**src/rtl/mem_block_arbiter.sv**
```systemverilog
// mem_block_arbiter
// Shares the single block-wide backing-memory port between the I-cache refill path and the
// D-cache refill/write-back path. A D-side write-back followed by a refill runs as one
// operation. FREEZE stalls the pipeline while any block request is held.
//
// Optional feature macro: ARB_RR_EN
//   defined   -> round-robin tie-break between I and D using a last-grant register
//   undefined -> fixed priority, D wins a tie
//
// Ports:
//   CLK, RESET                 clock (rising edge), asynchronous active-low reset
//   i_blk_req/addr             I-side block read request (level) and miss address
//   i_blk_done/data            I completion pulse and registered refill block
//   d_blk_read/write           D-side read / write-back requests (level)
//   d_blk_addr, d_wb_addr      D-side refill and victim addresses
//   d_blk_wdata                write-back block
//   d_blk_done/data            D completion pulse and registered refill block
//   mem_req/we/addr/wdata      registered memory transaction outputs
//   mem_rdata, mem_ready       memory read data and one-cycle completion pulse
//   FREEZE                     combinational pipeline stall
//   grant                      01 = I owns port, 10 = D owns port, 00 = idle
module mem_block_arbiter #(
  parameter int unsigned BLK_W  = 256,
  parameter int unsigned ADDR_W = 32
) (
  input  logic              CLK,
  input  logic              RESET,
  input  logic              i_blk_req,
  input  logic [ADDR_W-1:0] i_blk_addr,
  output logic              i_blk_done,
  output logic [BLK_W-1:0]  i_blk_data,
  input  logic              d_blk_read,
  input  logic              d_blk_write,
  input  logic [ADDR_W-1:0] d_blk_addr,
  input  logic [ADDR_W-1:0] d_wb_addr,
  input  logic [BLK_W-1:0]  d_blk_wdata,
  output logic              d_blk_done,
  output logic [BLK_W-1:0]  d_blk_data,
  output logic              mem_req,
  output logic              mem_we,
  output logic [ADDR_W-1:0] mem_addr,
  output logic [BLK_W-1:0]  mem_wdata,
  input  logic [BLK_W-1:0]  mem_rdata,
  input  logic              mem_ready,
  output logic              FREEZE,
  output logic [1:0]        grant
);

  typedef enum logic [2:0] {StIdle, StIRd, StDWb, StDRd, StDone} state_e;

  state_e              state_q, state_d;
  logic                mem_req_q, mem_req_d;
  logic                mem_we_q, mem_we_d;
  logic [ADDR_W-1:0]   mem_addr_q, mem_addr_d;
  logic [BLK_W-1:0]    mem_wdata_q, mem_wdata_d;
  logic [BLK_W-1:0]    i_data_q, i_data_d;
  logic [BLK_W-1:0]    d_data_q, d_data_d;
  logic                i_done_q, i_done_d;
  logic                d_done_q, d_done_d;
  logic [1:0]          grant_q, grant_d;
  // Latched at grant time so a write-back knows whether a refill follows.
  logic                rd_after_wb_q, rd_after_wb_d;
  logic                d_pending, pick_d, pick_i;
`ifdef ARB_RR_EN
  logic                last_d_q, last_d_d;  // 1 = D was granted last, 0 = I
`endif

  function automatic logic [ADDR_W-1:0] blk_align(input logic [ADDR_W-1:0] a);
    return {a[ADDR_W-1:5], 5'b0};
  endfunction

  assign d_pending = d_blk_read | d_blk_write;
  assign FREEZE    = i_blk_req | d_pending;

  always_comb begin
`ifdef ARB_RR_EN
    // On a tie, grant the side that was not granted last.
    if (i_blk_req && d_pending) pick_d = ~last_d_q;
    else                        pick_d = d_pending;
`else
    pick_d = d_pending;
`endif
    pick_i = i_blk_req & ~pick_d;
  end

  always_comb begin
    state_d       = state_q;
    mem_req_d     = mem_req_q;
    mem_we_d      = mem_we_q;
    mem_addr_d    = mem_addr_q;
    mem_wdata_d   = mem_wdata_q;
    i_data_d      = i_data_q;
    d_data_d      = d_data_q;
    i_done_d      = 1'b0;
    d_done_d      = 1'b0;
    grant_d       = grant_q;
    rd_after_wb_d = rd_after_wb_q;
`ifdef ARB_RR_EN
    last_d_d      = last_d_q;
`endif
    unique case (state_q)
      StIdle: begin
        if (pick_d) begin
          mem_req_d     = 1'b1;
          grant_d       = 2'b10;
          rd_after_wb_d = d_blk_read;
`ifdef ARB_RR_EN
          last_d_d      = 1'b1;
`endif
          if (d_blk_write) begin
            state_d     = StDWb;
            mem_we_d    = 1'b1;
            mem_addr_d  = blk_align(d_wb_addr);
            mem_wdata_d = d_blk_wdata;
          end else begin
            state_d    = StDRd;
            mem_we_d   = 1'b0;
            mem_addr_d = blk_align(d_blk_addr);
          end
        end else if (pick_i) begin
          state_d    = StIRd;
          mem_req_d  = 1'b1;
          mem_we_d   = 1'b0;
          mem_addr_d = blk_align(i_blk_addr);
          grant_d    = 2'b01;
`ifdef ARB_RR_EN
          last_d_d   = 1'b0;
`endif
        end
      end
      StIRd: begin
        if (mem_req_q && mem_ready) begin
          i_data_d  = mem_rdata;
          i_done_d  = 1'b1;
          mem_req_d = 1'b0;
          mem_we_d  = 1'b0;
          grant_d   = 2'b00;
          state_d   = StDone;
        end
      end
      StDWb: begin
        if (mem_req_q && mem_ready) begin
          mem_req_d = 1'b0;
          mem_we_d  = 1'b0;
          if (rd_after_wb_q) begin
            // Refill follows directly; mem_req reasserts one cycle later in StDRd.
            state_d    = StDRd;
            mem_addr_d = blk_align(d_blk_addr);
          end else begin
            d_done_d = 1'b1;
            grant_d  = 2'b00;
            state_d  = StDone;
          end
        end
      end
      StDRd: begin
        if (!mem_req_q) begin
          mem_req_d = 1'b1;  // gap cycle after a write-back
        end else if (mem_ready) begin
          d_data_d  = mem_rdata;
          d_done_d  = 1'b1;
          mem_req_d = 1'b0;
          grant_d   = 2'b00;
          state_d   = StDone;
        end
      end
      StDone:  state_d = StIdle;
      default: state_d = StIdle;
    endcase
  end

  always_ff @(posedge CLK or negedge RESET) begin
    if (!RESET) begin
      state_q       <= StIdle;
      mem_req_q     <= 1'b0;
      mem_we_q      <= 1'b0;
      mem_addr_q    <= '0;
      mem_wdata_q   <= '0;
      i_data_q      <= '0;
      d_data_q      <= '0;
      i_done_q      <= 1'b0;
      d_done_q      <= 1'b0;
      grant_q       <= 2'b00;
      rd_after_wb_q <= 1'b0;
`ifdef ARB_RR_EN
      last_d_q      <= 1'b0;
`endif
    end else begin
      state_q       <= state_d;
      mem_req_q     <= mem_req_d;
      mem_we_q      <= mem_we_d;
      mem_addr_q    <= mem_addr_d;
      mem_wdata_q   <= mem_wdata_d;
      i_data_q      <= i_data_d;
      d_data_q      <= d_data_d;
      i_done_q      <= i_done_d;
      d_done_q      <= d_done_d;
      grant_q       <= grant_d;
      rd_after_wb_q <= rd_after_wb_d;
`ifdef ARB_RR_EN
      last_d_q      <= last_d_d;
`endif
    end
  end

  assign mem_req    = mem_req_q;
  assign mem_we     = mem_we_q;
  assign mem_addr   = mem_addr_q;
  assign mem_wdata  = mem_wdata_q;
  assign i_blk_data = i_data_q;
  assign d_blk_data = d_data_q;
  assign i_blk_done = i_done_q;
  assign d_blk_done = d_done_q;
  assign grant      = grant_q;

endmodule

```
**config.mk**
```make
export PLATFORM = sky130hd
export DESIGN_NAME = mem_block_arbiter
export DESIGN_NICKNAME = d
export VERILOG_FILES = /design/src/rtl/mem_block_arbiter.sv
export SDC_FILE = /design/constraint.sdc
export NUM_CORES = 1
export LEC_CHECK = 0
export ABC_AREA = 0
export BUFFER_PORTS_ARGS = -buffer_cell sky130_fd_sc_hd__buf_2
export CAP_MARGIN = 20
export CORE_AREA = 3 3 551 553
export CTS_CLUSTER_SIZE = 40
export DETAILED_ROUTE_END_ITERATION = 16
export DIE_AREA = 0 0 554 556
export GPL_TIMING_DRIVEN = 0
export PLACE_DENSITY = 0.3
export RECOVER_POWER = 50
export SYNTH_ARGS = -nofsm -noshare
export SYNTH_HDL_FRONTEND = slang
export SYNTH_SLANG_ARGS = --single-unit
```
**constraint.sdc**
```tcl
create_clock -name CLK -period 3 [get_ports CLK]
set_input_delay 0.6 -clock CLK [delete_from_list [all_inputs] [get_ports CLK]]
set_output_delay 0.6 -clock CLK [all_outputs]
set_load 0.01 [all_outputs]
```
---- After elaboration in Yosys (flattened, before gate mapping) ----
Index checks and enable logic that the tools add are counted.
word-level totals
  flip-flop bits (word level) ............. 810
  input port bits ......................... 614
  output and inout port bits .............. 807
  word-level logic and storage cells ...... 82
operators by class
  equality and inequality tests ........... 11
  multiplexer cells ....................... 40
  bitwise operators ....................... 4
  reductions and logical operators ........ 16
operator list
  operator                                                                 number
  32-bit 2-to-1 mux                                                        5
  32-bit one-hot mux with 2 select lines                                   1
  3-bit 2-to-1 mux                                                         7
  1-bit 2-to-1 mux                                                         15
  2-bit 2-to-1 mux                                                         7
  2-bit inequality test, second input constant                             6
  3-bit one-hot mux with 4 select lines                                    1
  3-bit AND reduction                                                      4
  2-bit one-hot mux with 4 select lines                                    1
  7-bit AND reduction                                                      1
  3-bit by 2-bit == test with 1-bit output, second input constant          2
  5-bit AND reduction                                                      1
  1-bit one-hot mux with 2 select lines                                    2
  2-bit AND reduction                                                      2
  4-bit AND reduction                                                      1
  2-bit nonzero test                                                       2
  4-bit nonzero test                                                       1
  3-bit by 1-bit == test with 1-bit output, second input constant          1
  3-bit zero test                                                          1
  3-bit inequality test, second input constant                             1
  1-bit one-hot mux with 3 select lines                                    1
  3-bit nonzero test                                                       1
  2-bit by 1-bit inequality test with 1-bit output, second input constant  1
  1-bit bitwise OR                                                         2
  4 further kinds                                                          4

---- Depth between registers and ports, before layout ----
Gate-level depths: netlist of the first run.
  word-level depth ........................ 6
  gate-level depth with buffers ........... 7
  gate-level depth less buffers ........... 5

---- Worst setup path after synthesis of the first run ----
Ideal clock, no wire load.
  path type ............................... input to register
  start point ............................. input mem_ready
  end point ............................... register i_data_q[100] (netlist: i_blk_data[100])
  library setup time ...................... 0.127 ns
  data arrival time ....................... 1.764 ns
  required time ........................... 2.873 ns
  slack ................................... 1.108 ns
  stages .................................. 5
  path buffers ............................ 2
  cell sequence ........................... nand2_1 -> nor4b_2 -> buf_4 -> buf_6 -> mux2_1
between the ends
  word-level cells in the longest chain between the ends .. 2
ends and longest elaborated chain
  item                                  line  source
  start, declared                       44    input logic mem_ready,
  1-bit logical AND                     132   if (mem_req_q && mem_ready) begin
  2-bit AND reduction (no source line)  --
  end signal, assigned                  194   i_data_q <= i_data_d;
  end, declared                         56    logic [BLK_W-1:0] i_data_q, i_data_d;
No other way between the ends.
A chain may end at the register's enable or synchronous reset.

---- Final worst setup path of the first run ----
  start point ............................. register state_q[1]
  end point ............................... register mem_wdata_q[20] (netlist: mem_wdata[20])
between the ends
  word-level cells in the longest chain between the ends .. 2
ends and longest elaborated chain
  item                                  line  source
  start, declared                       51    state_e state_q, state_d;
  start signal, assigned                174   state_q <= StIdle;
  start signal, assigned                189   state_q <= state_d;
  3-bit zero test                       101   unique case (state_q)
  3-bit AND reduction (no source line)  --
  end signal, assigned                  193   mem_wdata_q <= mem_wdata_d;
  end, declared                         55    logic [BLK_W-1:0] mem_wdata_q, mem_wdata_d;
No other way between the ends.

==> flow_metrics.py, run 1 <==
metrics = {
    "grt": {
        "grt_max_degree": 108,
        "grt_first_pass_wirelength_microns": 258000,
        "antenna_found_initial": 97,
        "track_usage": 0.120,
        "grt_overflow": 0,
        "grt_pass1_vias": 29000,
    },
    "pwr": {
        "intPower_w": 0.0311,
        "p_comb_frac": 0.385,
        "swShare": 0.404,
        "p_leak_nw": 22.8,
        "power_density_nw_per_um2": 1040,
        "p_sw_w": 0.0211,
        "power.share.clock": 0.248,
        "peakVddDrop_v": 0.000426,
        "seq_power_share": 0.367,
        "total_power_w": 0.0522,
    },
    "route": {
        "avgViaCountPerCell": 3.19,
        "dr_wl_met2_microns": 96600,
        "wl_met3_microns": 15000,
        "highest_layer": "met5",
        "ant_nets": 0,
        "drt-pass1-iter-count": 4,
        "drt-total-wl_microns": 193000,
        "wire_per_inst_microns": 22.8,
        "drt-initial-drc-count": 1146,
        "vias": 27000,
        "drcViolationCount": 0,
        "m1WireLength_microns": 75400,
    },
    "final_layout": {
        "multiInputGateArea_sq_um": 9800,
        "final_area_sq_um": 50400,
        "layout-drive-gt1-share": 0.287,
        "fillCellCount": 33900,
        "seqCellArea_sq_um": 20100,
        "nets": 5030,
        "area_growth_syn_to_layout_pct": 63.1,
    },
    "sta": {
        "finClkSkew_ns": 0.0430,
        "maxSlewHeadroom": -0.391,
        "finalHoldViolCount": 0,
        "fin_setup_tns_ns": 0,
        "whs_ns": 0.0905,
        "rsz0062_at_grt": "no",
        "fmax_ghz": 0.349,
        "slew_viol_final": 80,
        "fin_crit_ns": 2.86,
        "setup_viol": 0,
        "worst_pin_slew_ns": 2.09,
        "finalCritPeriodShare": 0.955,
        "setup_ws_ns": 0.135,
    },
    "worst_hold_path": {
        "worstHoldPathCells": 3,
        "hp-start": "d_blk_wdata[80]",
        "min_to": "mem_wdata[80]$_DFFE_PN0P_",
        "hp-class": "input port to flop",
    },
    "floorplanning": {
        "dieArea_sq_um": 308000,
        "start_util": 0.103,
        "coreArea_sq_um": 299000,
        "dieHeight_microns": 556,
        "die_w_microns": 554,
        "num_rows": 201,
        "io_pins": 1421,
    },
    "yosys": {
        "synth_top_area_share": 0.652,
        "async_flop_share": 1.00,
        "ys_ff_latch": 805,
        "synth_compound_area_frac": 0.00689,
        "seq_area_frac_synth": 0.652,
        "synthMuxAreaShare": 0.196,
        "synth_edf_count": 0,
        "netlist_instances": 2441,
        "synth_commonest_cells": "805 x dfrtp_1, 776 x nand2_1, 284 x mux2_2, 229 x mux2_1, 54 x nand3_1",
        "synth_warnings": 0,
        "syn_area_per_cell_sq_um": 12.7,
        "synth_top_family_by_area": "multiplexers",
        "yosysMostFrequentCell": "dfrtp_1",
        "synthAdderAreaFrac": 0,
        "synth-xor-area-share": 0,
        "synth_area_sq_um": 30900,
        "synth_simple_gate_area_frac": 0.114,
        "yosysTopAreaCell": "dfrtp_1",
        "synth_area_leaders": "dfrtp_1 65%, mux2_2 10%, nand2_1 9.4%",
        "synth_ff_type": "dfrtp_1",
        "synth_cell_types": 31,
    },
    "setup_path": {
        "required_ns": 3.73,
        "cp.arrival_ns": 3.60,
        "crit_path_start_kind": "flop",
        "crit_buf_inv": 3,
        "reg2regPathDepth": 7,
        "path_delay_family": "simple AND/OR/NAND/NOR gates",
        "cp_cell_sequence": "nor3_1 > and2_1 > clkbuf_1 > buf_4 > buf_4 > nand2_1 > nand2_1",
        "crit_type": "flop to flop",
        "slowest_delay_ns": 0.48,
        "r2r-end": "mem_wdata[20]$_DFFE_PN0P_",
        "rrSetupSlack_ns": 0.14,
        "worstPathMaxFanout": 10,
        "end_kind": "flop",
        "r2r_start": "state_q[1]$_DFFE_PN0P_",
        "crit_path_top_delay_cell": "nor3_1",
    },
    "clock_network": {
        "cts_tree": "done",
        "cts.sinks": 805,
        "numCtsBuffers": 108,
        "clkSlewWorstSetupHoldPaths_ns": 0.06,
        "cts_max_level": 3,
        "cts_buffer_depth": 4,
        "clk_latency_ns": 0.79,
        "root_buffer": "clkbuf_16",
    },
    "placement": {
        "io_buffers": 1399,
        "routabilityCongestion": 0.860,
        "dp_hpwl_microns": 162000,
        "dp_slack_ns": -0.573,
        "dpl_cell_area_sq_um": 43200,
    },
    "status": {
        "violations": "capacitance limit, slew limit",
        "status": "finished with violations",
    },
    "run": {
        "drv_cap": 1,
    },
}
[worst max path at each step]
stage / slack, ns / from / depth (start not counted) / endpoint
after global routing: 0.004 / state_q[1]$_DFFE_PN0P_ / 7 / mem_wdata[20]$_DFFE_PN0P_
after global placement: -18.73 / RESET / 1 / mem_wdata[36]$_DFFE_PN0P_
after floorplan: 1.11 / mem_ready / 5 / i_blk_data[100]$_DFFE_PN0P_
final: 0.14 / state_q[1]$_DFFE_PN0P_ / 7 / mem_wdata[20]$_DFFE_PN0P_
after detailed placement: -0.57 / state_q[1]$_DFFE_PN0P_ / 7 / mem_wdata[20]$_DFFE_PN0P_
after CTS: 0.04 / state_q[1]$_DFFE_PN0P_ / 7 / mem_wdata[20]$_DFFE_PN0P_
[logic make-up after synthesis]
group,count (synthesis)
and+or+nand+nor,884
buffers and inverters,171
other,1
DFF,805
AOI/OAI and AO/OA,40
muxes,540
[cells in the final DEF, fill, tap and decap left out, drive strengths merged]
| master | instances |
|---|---|
| clkinv | 16 |
| buf | 839 |
| a221oi | 1 |
| mux2 | 513 |
| nor3 | 6 |
| dfrtp | 805 |
| and2 | 2 |
| nand3 | 54 |
| inv | 32 |
| nor3b | 1 |
| o21ai | 33 |
| and3 | 27 |
| mux2i | 27 |
| or3b | 1 |
| a22o | 1 |
| or3 | 1 |
| dlygate4sd3 | 449 |
| diode | 20 |
| nor2b | 3 |
| clkbuf | 878 |
| bufinv | 3 |
| or2 | 2 |
| clkinvlp | 3 |
| conb | 5 |
| nor2 | 8 |
| nor4b | 1 |
| o311ai | 1 |
| nand2 | 777 |
| a21oi | 3 |
| a31oi | 1 |
| nand4 | 1 |
[worst register-to-register path, delay by kind of cell, from the launching register on]
kind / cells / cell delay, ns
buf+inv: 3 / 1.08
flops: 1 / 0.45
simple gates: 4 / 1.27
[per-layer routing]
metal,track usage,up-vias
met5,0,-
met4,0.0317,32
met3,0.0403,296
met2,0.216,1247
met1,0.135,13400
li1,-,12100
[through the flow]
step	util	std cells
final	0.168	8472
after global routing	0.168	8459
after CTS	0.171	8452
after detailed placement	0.144	7814
after global placement	0.143	7802
after floorplan	-	2445
[layout make-up]
class,instances,share of cell area
sequential,805,0.400
timing repair buffer,1861,0.217
multi-input combinational,1469,0.195
tap,3958,0.0983
clock buffer,165,0.0643
buffer,140,0.0169
clock inverter,23,0.00559
inverter,31,0.00231
antenna,20,0.000994
[registers in the layout, indices dropped and copies added, names as in the netlist, 2 cells and up]
signal      flops
d_blk_data    256
state_q         3
mem_addr       27
grant           2
mem_wdata     256
i_blk_data    256
[repair_timing]
item,CTS,global route
buffers inserted,0,0
endpoints found under the setup margin,10,0
endpoints found under the hold margin,739,0
hold buffers,450,0
gates resized for setup,2,0
[power by group through the flow]
| stage | Sequential, W | Clock (W) | Combinational [W] |
|---|---|---|---|
| after floorplan | 0.0214 | 0 | 0.00675 |
| after global placement | 0.0191 | 0 | 0.0214 |
| after detailed placement | 0.0192 | 0 | 0.0214 |
| after CTS | 0.0191 | 0.0136 | 0.0220 |
| after global routing | 0.0199 | 0.0139 | 0.0219 |
| final | 0.0191 | 0.0130 | 0.0201 |
Note: power is estimated with default switching activity, not from simulation.
==> run 2, diff against run 1 <==
Settings changed: MAX_ROUTING_LAYER set to met4.
==> run 2 against run 1 <==
Net effect: sequential cell count did not move; worst hold slack got worse by 0.036 ns; global-route usage increased by 0.51 points; fmax up 5.2%; final area increased by 0.46%; the flow still finishes with violations (capacitance limit, slew limit); setup slack better by 0.14 ns; power rose by 0.24%.
==> flow_metrics.py, run 2 (synthesized netlist as in run 1, its figures left out) <==
metrics = {
    "status": {
        "status": "finished with violations",
        "violations": "capacitance limit, slew limit",
    },
    "setup_path": {
        "cp.arrival_ns": 3.39,
        "crit_path_top_delay_cell": "clkbuf_1",
        "slowest_delay_ns": 0.54,
        "r2r_start": "mem_req$_DFFE_PN0P_",
        "crit_path_start_kind": "flop",
        "rrSetupSlack_ns": 0.28,
        "cp_cell_sequence": "nand2_1 > nor4b_4 > buf_8 > clkbuf_1 > clkbuf_1 > mux2_1",
        "r2r-end": "i_blk_data[246]$_DFFE_PN0P_",
        "required_ns": 3.67,
        "reg2regPathDepth": 6,
        "end_kind": "flop",
        "crit_top_cell": "clkbuf_1",
        "worstPathMaxFanout": 10,
        "crit_type": "flop to flop",
    },
    "sta": {
        "fin_setup_tns_ns": 0,
        "finClkSkew_ns": 0.0280,
        "fin_crit_ns": 2.72,
        "worst_pin_slew_ns": 2.47,
        "finalCritPeriodShare": 0.908,
        "whs_ns": 0.0543,
        "slew_viol_final": 241,
        "fmax_ghz": 0.367,
        "setup_viol": 0,
        "rsz0062_at_grt": "no",
        "finalHoldViolCount": 0,
        "setup_ws_ns": 0.277,
        "maxSlewHeadroom": -0.647,
    },
    "clock_network": {
        "clk_latency_ns": 0.78,
        "cts_max_level": 3,
        "cts_buffer_depth": 4,
        "post-cts-setup-buffers": 0,
        "cts_tree": "done",
        "root_buffer": "clkbuf_16",
        "clkSlewWorstSetupHoldPaths_ns": 0.06,
        "numCtsBuffers": 109,
        "cts.sinks": 805,
    },
    "placement": {
        "dp.cells": 7815,
        "routabilityCongestion": 0.883,
        "dp_slack_ns": -0.883,
        "dp_hpwl_microns": 163000,
        "io_buffers": 1399,
    },
    "final_layout": {
        "area_growth_syn_to_layout_pct": 63.8,
        "nets": 5042,
        "final_common_cell": "buf_2",
        "layout-drive-gt1-share": 0.305,
        "instances_no_fill": 8506,
        "layout_common_cells": "844 x buf_2, 805 x dfrtp_1, 776 x nand2_1",
    },
    "floorplanning": {
        "dieArea_sq_um": 308000,
        "die_w_microns": 554,
        "dieHeight_microns": 556,
        "num_rows": 201,
        "coreArea_sq_um": 299000,
        "io_pins": 1421,
        "start_util": 0.103,
    },
    "grt": {
        "grt_first_pass_wirelength_microns": 260000,
        "grt_overflow": 0,
        "track_usage": 0.125,
        "grt_max_degree": 109,
        "grt_pass1_vias": 29400,
        "antenna_found_initial": 107,
    },
    "route": {
        "drt-pass1-iter-count": 5,
        "avgViaCountPerCell": 3.20,
        "drt-initial-drc-count": 1279,
        "wire_per_inst_microns": 22.9,
        "drcViolationCount": 0,
        "ant_nets": 0,
        "vias": 27200,
        "drt-total-wl_microns": 194000,
    },
    "run": {
        "drv_cap": 3,
    },
    "pwr": {
        "power_density_nw_per_um2": 1030,
        "peakVddDrop_v": 0.000444,
        "p_leak_nw": 23.0,
    },
    "worst_hold_path": {
        "hp-class": "input port to async pin",
    },
}
[run 2: changes by cell type in the layout (fill, tap and decap cells not counted), sizes merged, moves of 4 or more]
cell	previous run	this run
clkinv	16	20
clkbuf	878	798
clkinvlp	3	7
dlygate4sd3	449	456
diode	20	38
buf	839	918
[run 2: worst max-delay path, delay by kind of cell (launching register included)]
family        cells  cell delay, ns
mux               1            0.37
flops             1            0.47
simple gates      2            0.52
buf+inv           3            1.23
[run 2: worst max-delay path by stage]
stage / start / end / slack, ns / cells past startpoint
5_1_grt: mem_req$_DFFE_PN0P_ / i_blk_data[246]$_DFFE_PN0P_ / 0.02 / 6
3_3_place_gp: RESET / mem_wdata[37]$_DFFE_PN0P_ / -18.81 / 1
2_1_floorplan: mem_ready / i_blk_data[100]$_DFFE_PN0P_ / 1.11 / 5
6_report: mem_req$_DFFE_PN0P_ / i_blk_data[246]$_DFFE_PN0P_ / 0.28 / 6
4_1_cts: mem_req$_DFFE_PN0P_ / d_blk_data[17]$_DFFE_PN0P_ / 0.02 / 6
3_5_place_dp: RESET / mem_wdata[18]$_DFFE_PN0P_ / -0.88 / 6
[run 2: per-layer routing]
metal / up-vias / track usage / share of wire
met2: 1279 / 0.216 / 0.50
met4: 0 / 0.0325 / 0.029
met5: - / - / 0
met1: 13600 / 0.139 / 0.40
li1: 12100 / - / -
met3: 267 / 0.0389 / 0.078
[run 2: what timing repair did]
action                                 CTS  global route
setup endpoints to repair                9             0
hold buffers                           460             0
gates resized for setup                  2             0
endpoints found under the hold margin  754             0
[run 2: final cells by class]
cell class                 instances  area (sq um)
fill                           33800        249000
sequential                       805         20100
timing repair buffer            1872         11100
multi-input combinational       1469          9800
tap                             3958          4950
clock buffer                     161          3180
buffer                           140           850
clock inverter                    32           312
inverter                          31           116
antenna                           38          95.1
[run 2: through the flow]
step	total power (W)	utilization	instance area, sq um
after floorplan	0.0281	-	30900
after global placement	0.0405	0.143	42900
after detailed placement	0.0407	0.144	43200
after CTS	0.0547	0.172	51300
after global routing	0.0559	0.169	50600
final	0.0523	0.169	50600
[run 2: where the power goes]
group	internal (W)	switching, W
sequential	0.0162	0.00292
clock	0.00750	0.00534
combinational	0.00740	0.0130
